<file path="src/rtl/lc3b_mem_ctrl.sv">
// LC-3b memory-access sequencer: one read/write at a time, MAR/MDR strobes,
// memory handshake with bounded wait, done/err completion pulses.
//
// state    | meaning
// S_IDLE   | waiting for req; captures we/data_size/addr0
// S_SETUP  | load MAR (and MDR from bus on writes)
// S_ACCESS | memory enabled, waiting for mem_ready or timeout
// S_DONE   | one-cycle done pulse
// S_ERR    | one-cycle err pulse (misaligned or timeout)
module lc3b_mem_ctrl #(
    parameter int TIMEOUT = 15,
    parameter int CNT_W   = 4
) (
    input  logic clk,
    input  logic rst_n,
    input  logic req,
    input  logic we,
    input  logic data_size,
    input  logic addr0,
    input  logic mem_ready,
    output logic ld_mar,
    output logic ld_mdr,
    output logic mio_en,
    output logic mem_en,
    output logic mem_rw,
    output logic we0,
    output logic we1,
    output logic busy,
    output logic done,
    output logic err
);

    typedef enum logic [2:0] {
        S_IDLE,
        S_SETUP,
        S_ACCESS,
        S_DONE,
        S_ERR
    } state_t;

    localparam logic [CNT_W-1:0] TIMEOUT_C = CNT_W'(TIMEOUT);

    state_t           state_q, state_d;
    logic             we_q, we_d;
    logic             size_q, size_d;
    logic             a0_q, a0_d;
    logic [CNT_W-1:0] cnt_q, cnt_d;
    logic [CNT_W-1:0] cnt_inc;

    always_ff @(posedge clk or negedge rst_n) begin
        if (!rst_n) begin
            state_q <= S_IDLE;
            we_q    <= 1'b0;
            size_q  <= 1'b0;
            a0_q    <= 1'b0;
            cnt_q   <= '0;
        end else begin
            state_q <= state_d;
            we_q    <= we_d;
            size_q  <= size_d;
            a0_q    <= a0_d;
            cnt_q   <= cnt_d;
        end
    end

    assign cnt_inc = cnt_q + CNT_W'(1);

    always_comb begin
        state_d = state_q;
        we_d    = we_q;
        size_d  = size_q;
        a0_d    = a0_q;
        cnt_d   = cnt_q;
        ld_mar  = 1'b0;
        ld_mdr  = 1'b0;
        mio_en  = 1'b0;
        mem_en  = 1'b0;
        mem_rw  = 1'b0;
        we0     = 1'b0;
        we1     = 1'b0;
        busy    = 1'b1;
        done    = 1'b0;
        err     = 1'b0;

        case (state_q)
            S_IDLE: begin
                busy = 1'b0;
                if (req) begin
                    we_d    = we;
                    size_d  = data_size;
                    a0_d    = addr0;
                    cnt_d   = '0;
                    state_d = (!data_size && addr0) ? S_ERR : S_SETUP;
                end
            end
            S_SETUP: begin
                ld_mar  = 1'b1;
                ld_mdr  = we_q;
                cnt_d   = '0;
                state_d = S_ACCESS;
            end
            S_ACCESS: begin
                mem_en = 1'b1;
                mem_rw = we_q;
                // Word writes enable both lanes; byte writes pick the lane from addr0.
                we0    = we_q && (!size_q || !a0_q);
                we1    = we_q && (!size_q || a0_q);
                if (mem_ready) begin
                    ld_mdr  = !we_q;
                    mio_en  = !we_q;
                    state_d = S_DONE;
                end else begin
                    cnt_d = cnt_inc;
                    if (cnt_inc == TIMEOUT_C) begin
                        state_d = S_ERR;
                    end
                end
            end
            S_DONE: begin
                done    = 1'b1;
                state_d = S_IDLE;
            end
            S_ERR: begin
                err     = 1'b1;
                state_d = S_IDLE;
            end
            default: begin
                busy    = 1'b0;
                state_d = S_IDLE;
            end
        endcase
    end

endmodule

</file>
<file path="config.mk">
export PLATFORM = sky130hd
export DESIGN_NAME = lc3b_mem_ctrl
export DESIGN_NICKNAME = d
export VERILOG_FILES = /design/src/rtl/lc3b_mem_ctrl.sv
export SDC_FILE = /design/constraint.sdc
export NUM_CORES = 1
export LEC_CHECK = 0
export CAP_MARGIN = 20
export CORE_MARGIN = 2
export CORE_UTILIZATION = 35
export DETAILED_ROUTE_END_ITERATION = 8
export SLEW_MARGIN = 20
export SYNTH_ARGS = -nofsm -noshare
export SYNTH_HDL_FRONTEND = slang
export SYNTH_SLANG_ARGS = --single-unit
</file>
<file path="constraint.sdc">
create_clock -name clk -period 2.6 [get_ports clk]
set_input_delay 0.65 -clock clk [delete_from_list [all_inputs] [get_ports clk]]
set_output_delay 0.65 -clock clk [all_outputs]
set_load 0.05 [all_outputs]
</file>
==> results of run 1 <==
Yosys cell counts (all sizes together):
| cell type | instances |
|---|---|
| nor2b | 2 |
| nand3 | 1 |
| a311oi | 1 |
| or3b | 1 |
| a22o | 1 |
| ha | 2 |
| o21ai | 4 |
| a21o | 1 |
| dfrtp | 10 |
| nand2b | 2 |
| nor3b | 4 |
| a32o | 1 |
| mux2 | 2 |
| o22ai | 2 |
| buf | 3 |
| nand2 | 7 |
| xnor2 | 4 |
| and2 | 1 |
| a21oi | 4 |
| inv | 6 |
| o21bai | 1 |
| nor2 | 3 |
| nor4b | 1 |
| mux2i | 1 |
cell usage in the layout (no fill, tap or decap), drive strengths merged, types with 2 or more instances in the layout:
cell            n
a21oi           4
buf            11
clkbuf          3
clkdlybuf4s50   6
dfrtp          10
ha              2
inv             6
mux2            2
nand2           7
nand2b          2
nor2            3
nor2b           2
nor3b           4
o21ai           4
o22ai           2
xnor2           4
metrics by stage:
step	hold slack [ns]	instance area (µm²)
after floorplan	0.354	662
after global placement	0.530	862
after detailed placement	0.530	862
after CTS	0.545	885
after global routing	0.566	885
final	0.542	885
cell type report:
class                   count  area (µm²)  share of cell area (%)
multi-input cells          46         365                    41.3
flip-flops and latches     10         250                    28.3
repair buffers             17         193                    21.8
well taps                  25        31.3                    3.54
clock buffers               3        22.5                    2.55
inverters                   6        22.5                    2.55
registers in the layout (all words and copies together), names as in the netlist:
name / count
size_q: 1
a0_q: 1
state_q: 3
we_q: 1
cnt_q: 4
power by group:
group / internal, W / switching (W)
logic: 0.000308 / 0.000414
registers: 0.000211 / 0.0000896
clock network: 0.0000535 / 0.0000512
final timing paths:
kind | start | endpoint | slack (ns)
worst max-delay path | mem_ready | ld_mdr | 0.22
worst min-delay path | size_q | size_q | 0.54
worst max register to register | state_q[1] | cnt_q[2] | 1.06
worst min register to register | size_q | size_q | 0.54
max in group asynchronous | rst_n | we_q | 1.59
min in group asynchronous | rst_n | cnt_q[3] | 0.70
cells by family after synthesis:
logic type	Yosys count	synth area share [%]
buffers and inverters	9	7.20
XOR/XNOR	4	5.45
flip-flops	10	38.9
adder cells (fa/ha/maj)	2	3.89
multiplexers	3	5.06
AO/OA/AOI/OAI	15	17.1
AND/OR/NAND/NOR	22	22.4
critical path, cell delays in order:
cell	delay, ns
clkdlybuf4s50_1	0.55
nand2_1	0.11
nor2_4	0.13
a21o_1	0.14
buf_12	0.14
metal layers:
metal  vias to the layer above  track usage, %
li1                        258               -
met1                       230            17.5
met2                        10            20.8
met3                         2            6.92
met4                         0            5.00
met5                         -               0
==> flow_summary.ini, run 1 <==
[outcome]
outcome = completed

[yosys]
syn-cell-area_um2 = 643
syn-mean-instance-area_um2 = 9.89
syn_nets = 74
ys.warnings.count = 0
ys_seq_area_share_pct = 38.9
netlist.top_cell.by_area = dfrtp_1
ys_seq_elements = 10
yosysUniqueCellTypes = 29
synth_top_area_share_pct = 38.9
synth.area.top_cells = dfrtp_1 (39%), xnor2_1 (5.4%), nand2_1 (4.1%), ha_1 (3.9%), nor4b_4 (3.7%)
syn_inst = 65

[worst_setup_path]
critPathKind = input pin to primary output
critPathMaxFanout = 5
endpoint_kind = primary output
crit_arrival_ns = 1.73
startpoint_type = input pin
worstPathRequired_ns = 1.95
r2r_cells = 4

[detailed_routing]
remaining_drc_errors = 0
drt_pass1_iterations = 3
m1WireLength_um = 562
wl_met3_um = 65
avgRoutedWirePerCell_um = 11.8
wirelength_um = 1270
dr_wl_met2_um = 623
drt-vias-per-instance = 4.67
vias = 500
drt_iter0_drc = 6
routed.top_layer = met4
ant_nets = 0

[clocking]
clk_path_buf_depth = 2
cts_tree = built
clk_latency_ns = 0.26
cts_setup_buffers = 0
root_buffer = clkbuf_4
clk_pin_slew_ns = 0.06
h-tree-depth = 1
postCtsHoldBufs = 0
cts_buffers = 3
cts-resized-gates = 0
clock_sinks = 10

[timing]
slew_violations = 0
relSlewSlack_pct = 69.8
tightest_slew_ns = 0.452
final.setup.tns_ns = 0
fin_ws_ns = 0.224
period_needed_ns = 2.38
fin_skew_ns = 0.00203
setup_violations = 0
finalCritPeriodShare_pct = 91.4
clock.fmax_ghz = 0.421
rsz0062_at_grt = no
hold_violations = 0

[worst_hold_path]
worstHoldPathType = flop to flop
min_path_cells = 1

[finish]
final_net_count = 93
utilization_pct = 51.2
area_delta_synth_final_pct = 37.5
fin_cells = 107
nFillCells = 183
drive_gt1_share_pct = 28.0
n_antenna_cell = 0

[placement]
gp_congestion = 0.709
dp.cells = 104
port_buffers = 16
hpwl_um = 1010
pre_cts_slack_ns = 0.210

[floorplan]
core_mm2 = 0.00173
io-pin-count = 17
fp.dieW_um = 46.9
die_area_mm2 = 0.00220
die_h_um = 46.9
start_util_pct = 37.2
row_count = 15

[global_route]
antenna_found_initial = 0
grt_pass1_wl_um = 2040
grt_overflow = 0
grt_max_degree = 11
grt_pass1_vias = 449
grt_use_total_pct = 13.9

[power_and_ir_drop]
p_total_w = 0.00113
powerDensity_mw_per_mm2 = 1270
ir_worst_vdd_uv = 839
p_leak_nw = 0.390

[flow_run]
drv_cap = 0
No activity file was read; power rests on OpenSTA's default activity.
==> inputs of run 2 (changes only) <==
==> constraint.sdc (replaced) <==
create_clock -name clk -period 2.1 [get_ports clk]
set_input_delay 0.525 -clock clk [delete_from_list [all_inputs] [get_ports clk]]
set_output_delay 0.525 -clock clk [all_outputs]
set_load 0.05 [all_outputs]
==> run 2 against run 1 <==
  * Clock power rose by 21%
  * Count of clock-buffer cells in the layout is the same
  * Global-route usage increased by 0.63 points
  * Critical path type is now flop to primary output
  * Flip-flop and latch count unchanged
  * Largest power group unchanged
  * Critical path depth decreased by 1
==> flow_summary.ini, run 2 (same netlist as run 1, synthesis figures left out) <==
[outcome]
outcome = completed

[finish]
final_common_cell = buf_12
n_antenna_cell = 0
multi_input_area_um2 = 403
seqCellArea_um2 = 251
largest_reg_flops = 4
reg_top3 = cnt_q x4, state_q x3
nFillCells = 155
regMostFlops = cnt_q
final_net_count = 99
area_delta_synth_final_pct = 62.8
final_cell_mix = buf_12 (10), dfrtp_1 (9), buf_4 (7)
drive_gt1_share_pct = 40.9

[placement]
pre_cts_slack_ns = 0.0485
hpwl_um = 1040
gp_congestion = 0.763
port_buffers = 16

[detailed_routing]
wirelength_um = 1280
drt_iter0_drc = 8
avgRoutedWirePerCell_um = 11.3
ant_nets = 0
drt-vias-per-instance = 4.86
drt_pass1_iterations = 4
remaining_drc_errors = 0
vias = 549

[power_and_ir_drop]
ir_worst_vdd_uv = 1080
p_leak_nw = 0.434
powerDensity_mw_per_mm2 = 1620

[clocking]
clk_latency_ns = 0.26
cts_tree = built
postCtsHoldBufs = 0
cts_buffers = 3
clk_path_buf_depth = 2
h-tree-depth = 1
clock_sinks = 10
clk_pin_slew_ns = 0.06
root_buffer = clkbuf_4

[worst_setup_path]
crit_arrival_ns = 1.50
worstPathRequired_ns = 1.57
startpoint_type = flop
critPathKind = flop to primary output
critPathMaxFanout = 9
endpoint_kind = primary output

[floorplan]
core_mm2 = 0.00173
die_area_mm2 = 0.00220
start_util_pct = 37.2
die_h_um = 46.9
fp.dieW_um = 46.9
row_count = 15
io-pin-count = 17

[timing]
relSlewSlack_pct = 70.1
setup_violations = 0
rsz0062_at_grt = no
fin_ws_ns = 0.0726
period_needed_ns = 2.03
fin_skew_ns = 0.00158
slew_violations = 0
tightest_slew_ns = 0.447
hold_violations = 0
finalCritPeriodShare_pct = 96.5
clock.fmax_ghz = 0.493
holdWs_ns = 0.559

[flow_run]
drv_cap = 0

[global_route]
antenna_found_initial = 0
grt_pass1_wl_um = 2230
grt_use_total_pct = 14.6
grt_pass1_vias = 531
grt_overflow = 0
grt_max_degree = 11

[worst_hold_path]
worstHoldPathType = flop to flop
==> run 2: metal layers <==
layer	vias up	wire, µm	global-route usage, %	share of wire (%)
met3	2	39	3.85	3.0
met2	8	648	24.1	51
li1	271	-	-	-
met4	0	4	5.00	0.31
met5	-	0	0	0
met1	268	589	18.5	46
==> run 2: worst max-delay path, cell delays in order, from the launching register on <==
cell     delay, ns
dfrtp_1       0.41
buf_4         0.20
nor3b_2       0.32
a21o_4        0.18
buf_12        0.12
==> run 2: report_power, final <==
part	internal, W	switching, W
clock network	0.0000660	0.0000608
registers	0.000264	0.0000812
logic	0.000597	0.000629
==> run 2: final timing paths <==
kind / slack, ns / cells past startpoint / end / startpoint
worst max-delay path: 0.07 / 4 / ld_mdr / state_q[2]
worst min-delay path: 0.56 / 1 / cnt_q[2] / cnt_q[2]
worst max register to register: 0.43 / 6 / cnt_q[2] / state_q[0]
worst min register to register: 0.56 / 1 / cnt_q[2] / cnt_q[2]
max in group asynchronous: 1.19 / 1 / state_q[0] / rst_n
min in group asynchronous: 0.58 / 1 / size_q / rst_n
==> run 2: layout make-up <==
cell class	instances	area share [%]
multi-input cells	46	38.5
repair buffers	23	29.9
flip-flops and latches	10	24.0
well taps	25	2.99
inverters	6	2.51
clock buffers	3	2.15
==> run 2: through the flow <==
stage | setup TNS (ns) | utilization (%) | instance area (µm²) | power [W] | cells
6_report | 0 | 60.7 | 1050 | 0.00170 | 113
5_1_grt | 0 | 60.7 | 1050 | 0.00180 | 113
4_1_cts | 0 | 60.1 | 1040 | 0.00170 | 112
3_5_place_dp | 0 | 58.3 | 1010 | 0.00155 | 108
3_3_place_gp | 0 | 58.3 | 1010 | 0.00154 | 108
2_1_floorplan | -0.650 | - | 711 | 0.00109 | 65
==> run 2: timing repair <==
item,4_1_cts,5_1_grt
setup endpoints to repair,4,3
pin swaps,1,1
resized for setup,1,1
buffers inserted,1,1
==> variant 1 (config.mk and constraints of run 1) <==
The 5 states of `state_t` get a one-hot encoding in 5 bits.
--- a/src/rtl/lc3b_mem_ctrl.sv
+++ b/src/rtl/lc3b_mem_ctrl.sv
@@ -30,12 +30,12 @@
     output logic err
 );
 
-    typedef enum logic [2:0] {
-        S_IDLE,
-        S_SETUP,
-        S_ACCESS,
-        S_DONE,
-        S_ERR
+    typedef enum logic [4:0] {
+        S_IDLE   = 5'b00001,
+        S_SETUP  = 5'b00010,
+        S_ACCESS = 5'b00100,
+        S_DONE   = 5'b01000,
+        S_ERR    = 5'b10000
     } state_t;
 
     localparam logic [CNT_W-1:0] TIMEOUT_C = CNT_W'(TIMEOUT);
Formal check against the unedited RTL: same outputs for any inputs over 10 cycles, from zero or initial values and one cycle with rst_n low; not proved beyond that.
==> variant 1 against run 1 <==
Largest cell class unchanged. Routed wire length rose by 11%. Worst hold slack improved by 0.0079 ns. Synthesized area rose by 5.3%. Setup slack got worse by 0.16 ns. Maximum frequency fell by 6.2%. Design area rose by 5.4%. Sequential cell count rose by 2.
Power is not compared: it rests on default switching activity, and its combinational part moved more than twofold at a synthesized area within 25%.
==> variant 1: results (changes against run 1) <==
arrival time at the worst endpoint 1.88 ns (+0.15 ns); depth of the most critical reg-to-reg path 5 (+1); distinct cell type count of the synthesized netlist 28 (-3.4%); share of synthesized area spent on multiplexers 6.47% (+1.4 points); final weighted congestion in routability-driven placement 0.757 (+6.7%); terminating pin of the worst hold path a0_q$_DFFE_PN0P_; Worst R2R End cnt_q[1]$_DFFE_PN0P_; Iter 0 DRT Violations 12 (+6); final non-filler cell total 112 (+4.7%); count of placed standard cells including taps 108 (+3.8%); synthesized flop and latch total 12 (+2); fraction of layout cells with a size suffix above 1 28.7% (+0.69 points); multi-input combinational gate total 45 (-2.2%); Critical R2R Launch state_q[2]$_DFFE_PN0P_; status complete, no violations; worst hold start a0_q$_DFFE_PN0P_; share of the synthesized area in compound gates (AO/OA/AOI/OAI) 11.6% (-5.5 points); Switching Power roughly 260 uW; leading cell types by total area after synthesis dfrtp_1 (41%), mux2_1 (5.0%), dfstp_2 (3.9%); CP Max Fanout 8 (+3); first drt pass iteration count 4 (+1); Critical path destination busy; hold_ws 0.549 ns (+0.00794 ns); parity-gate share of the synthesized area counting xor and xnor cells 1.29% (-4.2 points); Clock buffer cells 4 (+1); global-route wire length before repair 2300 um (+13%); commonest cells in the synthesized netlist dfrtp_1 (11), inv_1 (6), nor2_1 (6); via count of the first global-routing pass 526 (+17%); post-DR wirelength/cell 12.5 um (+5.6%); Worst path slowest cell dfstp_2; pin count of the biggest net entering global routing 13 (+2); adder-cell share of the synthesized area 3.70% (-0.19 points); detailed placer's ending HPWL 1080 um (+7.2%); Fillers 172 (-6.0%); number of nets in the layout 97 (+4.3%); source-to-sink clock delay at the later pin of the worst-skew pair 0.28 ns (+0.02 ns); fraction of area in registers 32.3% (+4.1 points); stage delay of the slowest cell on the critical path 0.58 ns (+0.03 ns); IR drop worst, VDD about 0.00041 V; Signal buf overhead 19.9% (-1.9 points); Worst-path clk slew 0.08 ns (+0.02 ns); setup slack of the worst register-to-register path 1.11 ns (+0.05 ns); cell family contributing the most delay on the critical path simple AND/OR/NAND/NOR gates; number of inverters outside the clock class in the layout 10 (+4); largest registers state_q: 5 flops, cnt_q: 4 flops; number of non-clock buffers in the layout 16 (-1); mean post-synth cell area 10.1 sq um (+2.1%); total routing resource utilization after global routing 14.8% (+0.90 points); vias after detailed routing 570 (+14%); synthesized netlist net count 76 (+2.7%); relative area of clock buffers and inverters in the final design 3.89% (+1.3 points)
==> variant 1: layer usage <==
layer / vias to the layer above / part of all wire [%] / GRT usage [%]
met4: 0 / 0.71 / 3.24
met1: 275 / 46 / 18.9
met2: 16 / 46 / 23.7
li1: 277 / - / -
met3: 2 / 6.6 / 6.04
met5: - / 0 / 0
==> variant 1: metrics by stage <==
step	setup TNS [ns]	setup slack [ns]	utilization, %	cell area [sq um]
floorplan	0	0.0461	-	677
global placement	0	0.253	50.6	893
detailed placement	0	0.244	50.6	893
CTS	0	0.0428	52.7	930
global route	-0.00260	-0.00260	52.8	932
finish	0	0.0665	52.8	932
==> variant 1: kinds of logic (layout without fill, tap and decap cells) <==
logic type / after synthesis / after routing
AOI/OAI and AO/OA: 11 / 11
xor gates and xnor gates: 1 / 1
adders and majority gates: 2 / 2
buffers and inverters: 10 / 30
DFF: 12 / 12
muxes: 4 / 4
and+or+nand+nor: 27 / 27
==> variant 2 (settings of run 1) <==
Without the edit above. The parameter `CNT_W` goes from 4 to 3.
--- a/src/rtl/lc3b_mem_ctrl.sv
+++ b/src/rtl/lc3b_mem_ctrl.sv
@@ -9,7 +9,7 @@
 // S_ERR    | one-cycle err pulse (misaligned or timeout)
 module lc3b_mem_ctrl #(
     parameter int TIMEOUT = 15,
-    parameter int CNT_W   = 4
+    parameter int CNT_W   = 3
 ) (
     input  logic clk,
     input  logic rst_n,
Check against the original RTL: not equivalent (Yosys sat finds a counterexample within 10 cycles, from zero or initial values and one cycle with rst_n low).
==> variant 2 against run 1 <==
Design area is 7.6% lower. Sequential cell count is 1 lower. Setup slack worse by 0.060 ns. Combinational power is 3.7% lower. Clock skew up 0.0037 ns. Total power decreased by 5.4%. Routed wire length is 11% lower. Synthesized area is 18% lower. Synthesized cell count shrank 23%.
==> variant 2: results (changes against run 1) <==
met1 demand-to-capacity share in global routing 16.8% (-0.65 points); leading cell types by total area after synthesis dfrtp_1 (43%), mux2_2 (6.4%), ha_1 (4.8%); largest registers cnt_q: 3 flops, state_q: 3 flops; number of buffers inserted during clock tree synthesis 3 (unchanged); count of placed standard cells including taps 83 (-20%); I/O Buffers 16 (unchanged); async set-or-reset flop fraction in the synthesized netlist 100% (unchanged); most frequently used flop master after synthesis dfrtp_1; number of nets in the layout 82 (-12%); EDFF count, synth 0 (unchanged); setup slack after placement 0.233 ns (+0.0231 ns); detailed placer's ending HPWL 891 um (-12%); depth of the most critical reg-to-reg path 3 (-1); mean post-synth cell area 10.5 sq um (+6.0%); routing usage on met2 20.0% (-0.82 points); first drt pass iteration count 4 (+1); synthesized netlist net count 59 (-20%); total routing resource utilization after global routing 12.8% (-1.1 points); Worst Hold Path Cells 1 (unchanged); source-to-sink clock delay at the later pin of the worst-skew pair about 0.25 ns; final weighted congestion in routability-driven placement 0.720 (+1.5%); Global Route met3 Usage 1.70% (-5.2 points); IR drop worst, VDD 0.000657 V (-22%); Fillers 115 (-37%); Slew @ Worst Pin 0.500 ns (+0.0482 ns); Worst-path clk slew 0.06 ns (about the same); Lkg Pwr 0.000416 uW (+6.5%); pin count of the biggest net entering global routing 10 (-1); drt via density 5.32 (+14%); sequential-to-total area share from yosys stat 43.0% (+4.0 points); Worst path slowest cell clkdlybuf4s50_1; post-DR wirelength/cell 13.0 um (+9.9%); CP Max Fanout 8 (+3); via count of the first global-routing pass 413 (-8.0%); stage delay of the slowest cell on the critical path 0.80 ns (+0.25 ns); post-detailed-routing wire length 1130 um (-11%); Post-CTS Setup Repair Bufs 0 (unchanged); CTS root buf clkbuf_4; distinct cell type count of the synthesized netlist 26 (-10%); commonest cells in the synthesized netlist dfrtp_1 (9), inv_1 (5), nor2_1 (4); maximum count of clock buffers along a single path 2 (unchanged); cell family contributing the most delay on the critical path buffers and inverters; fraction of layout cells with a size suffix above 1 30.6% (+2.5 points); status complete, no violations; Syn. warnings 0 (unchanged); worst setup skew after layout 0.00573 ns (+0.00369 ns); number of inserted diodes 0 (unchanged); initial antenna violation count 0 (unchanged); Iter 0 DRT Violations 8 (+2); min-delay worst type flip-flop to flip-flop; number of levels the H-tree was split into 1 (unchanged); global-route wire length before repair 1750 um (-14%)
## variant 2: through the flow
step | power, uW | setup TNS, ns | area [sq um]
2_1_floorplan | 668 | -0.654 | 529
3_3_place_gp | 952 | 0 | 786
3_5_place_dp | 960 | 0 | 786
4_1_cts | 1070 | 0 | 812
5_1_grt | 1130 | 0 | 817
6_report | 1070 | 0 | 817
## variant 2: final cells by class
type	count	share of cell area (%)
Sequential cell	9	27.6
Tap cell	15	2.30
Timing Repair Buffer	19	30.0
Clock buffer	4	3.22
Inverter	5	2.30
Multi-Input combinational cell	35	34.6
## variant 2: report_power, final
| group | leakage [uW] | total [uW] | internal (uW) | switching, uW |
|---|---|---|---|---|
| combinational | 0.000286 | 695 | 325 | 369 |
| sequential | 0.000115 | 266 | 198 | 67.8 |
| clock | 0.0000150 | 105 | 59.0 | 46.4 |
## variant 2: logic make-up (layout without fill, tap and decap cells)
family          after synthesis  in the layout  synth area share (%)
flops                         9              9                  43.0
buf+inv                       6             28                  4.53
simple gates                 17             17                  21.7
mux                           4              4                  9.31
fa+ha+maj                     2              2                  4.77
xor+xnor                      1              1                  1.67
compound gates               11             11                  15.0
## variant 2: worst paths after layout
kind,start,end,slack (ns)
max,state_q[0]$_DFFE_PN0P_,busy,0.16
min,a0_q$_DFFE_PN0P_,a0_q$_DFFE_PN0P_,0.54
max reg2reg,state_q[2]$_DFFE_PN0P_,cnt_q[1]$_DFFE_PN0P_,0.95
min reg2reg,a0_q$_DFFE_PN0P_,a0_q$_DFFE_PN0P_,0.54
max in group asynchronous,rst_n,state_q[1]$_DFFE_PN0P_,1.64
min in group asynchronous,rst_n,size_q$_DFFE_PN0P_,0.68
## variant 2: repair_timing
item	CTS	global route
setup endpoints to repair	0	3
resized for setup	0	2
hold buffers	0	0
## variant 2: layer usage
metal	vias to the layer above	part of all wire [%]
met2	10	51
met4	0	1.1
met1	231	44
met5	-	0
met3	2	3.8
li1	220	-
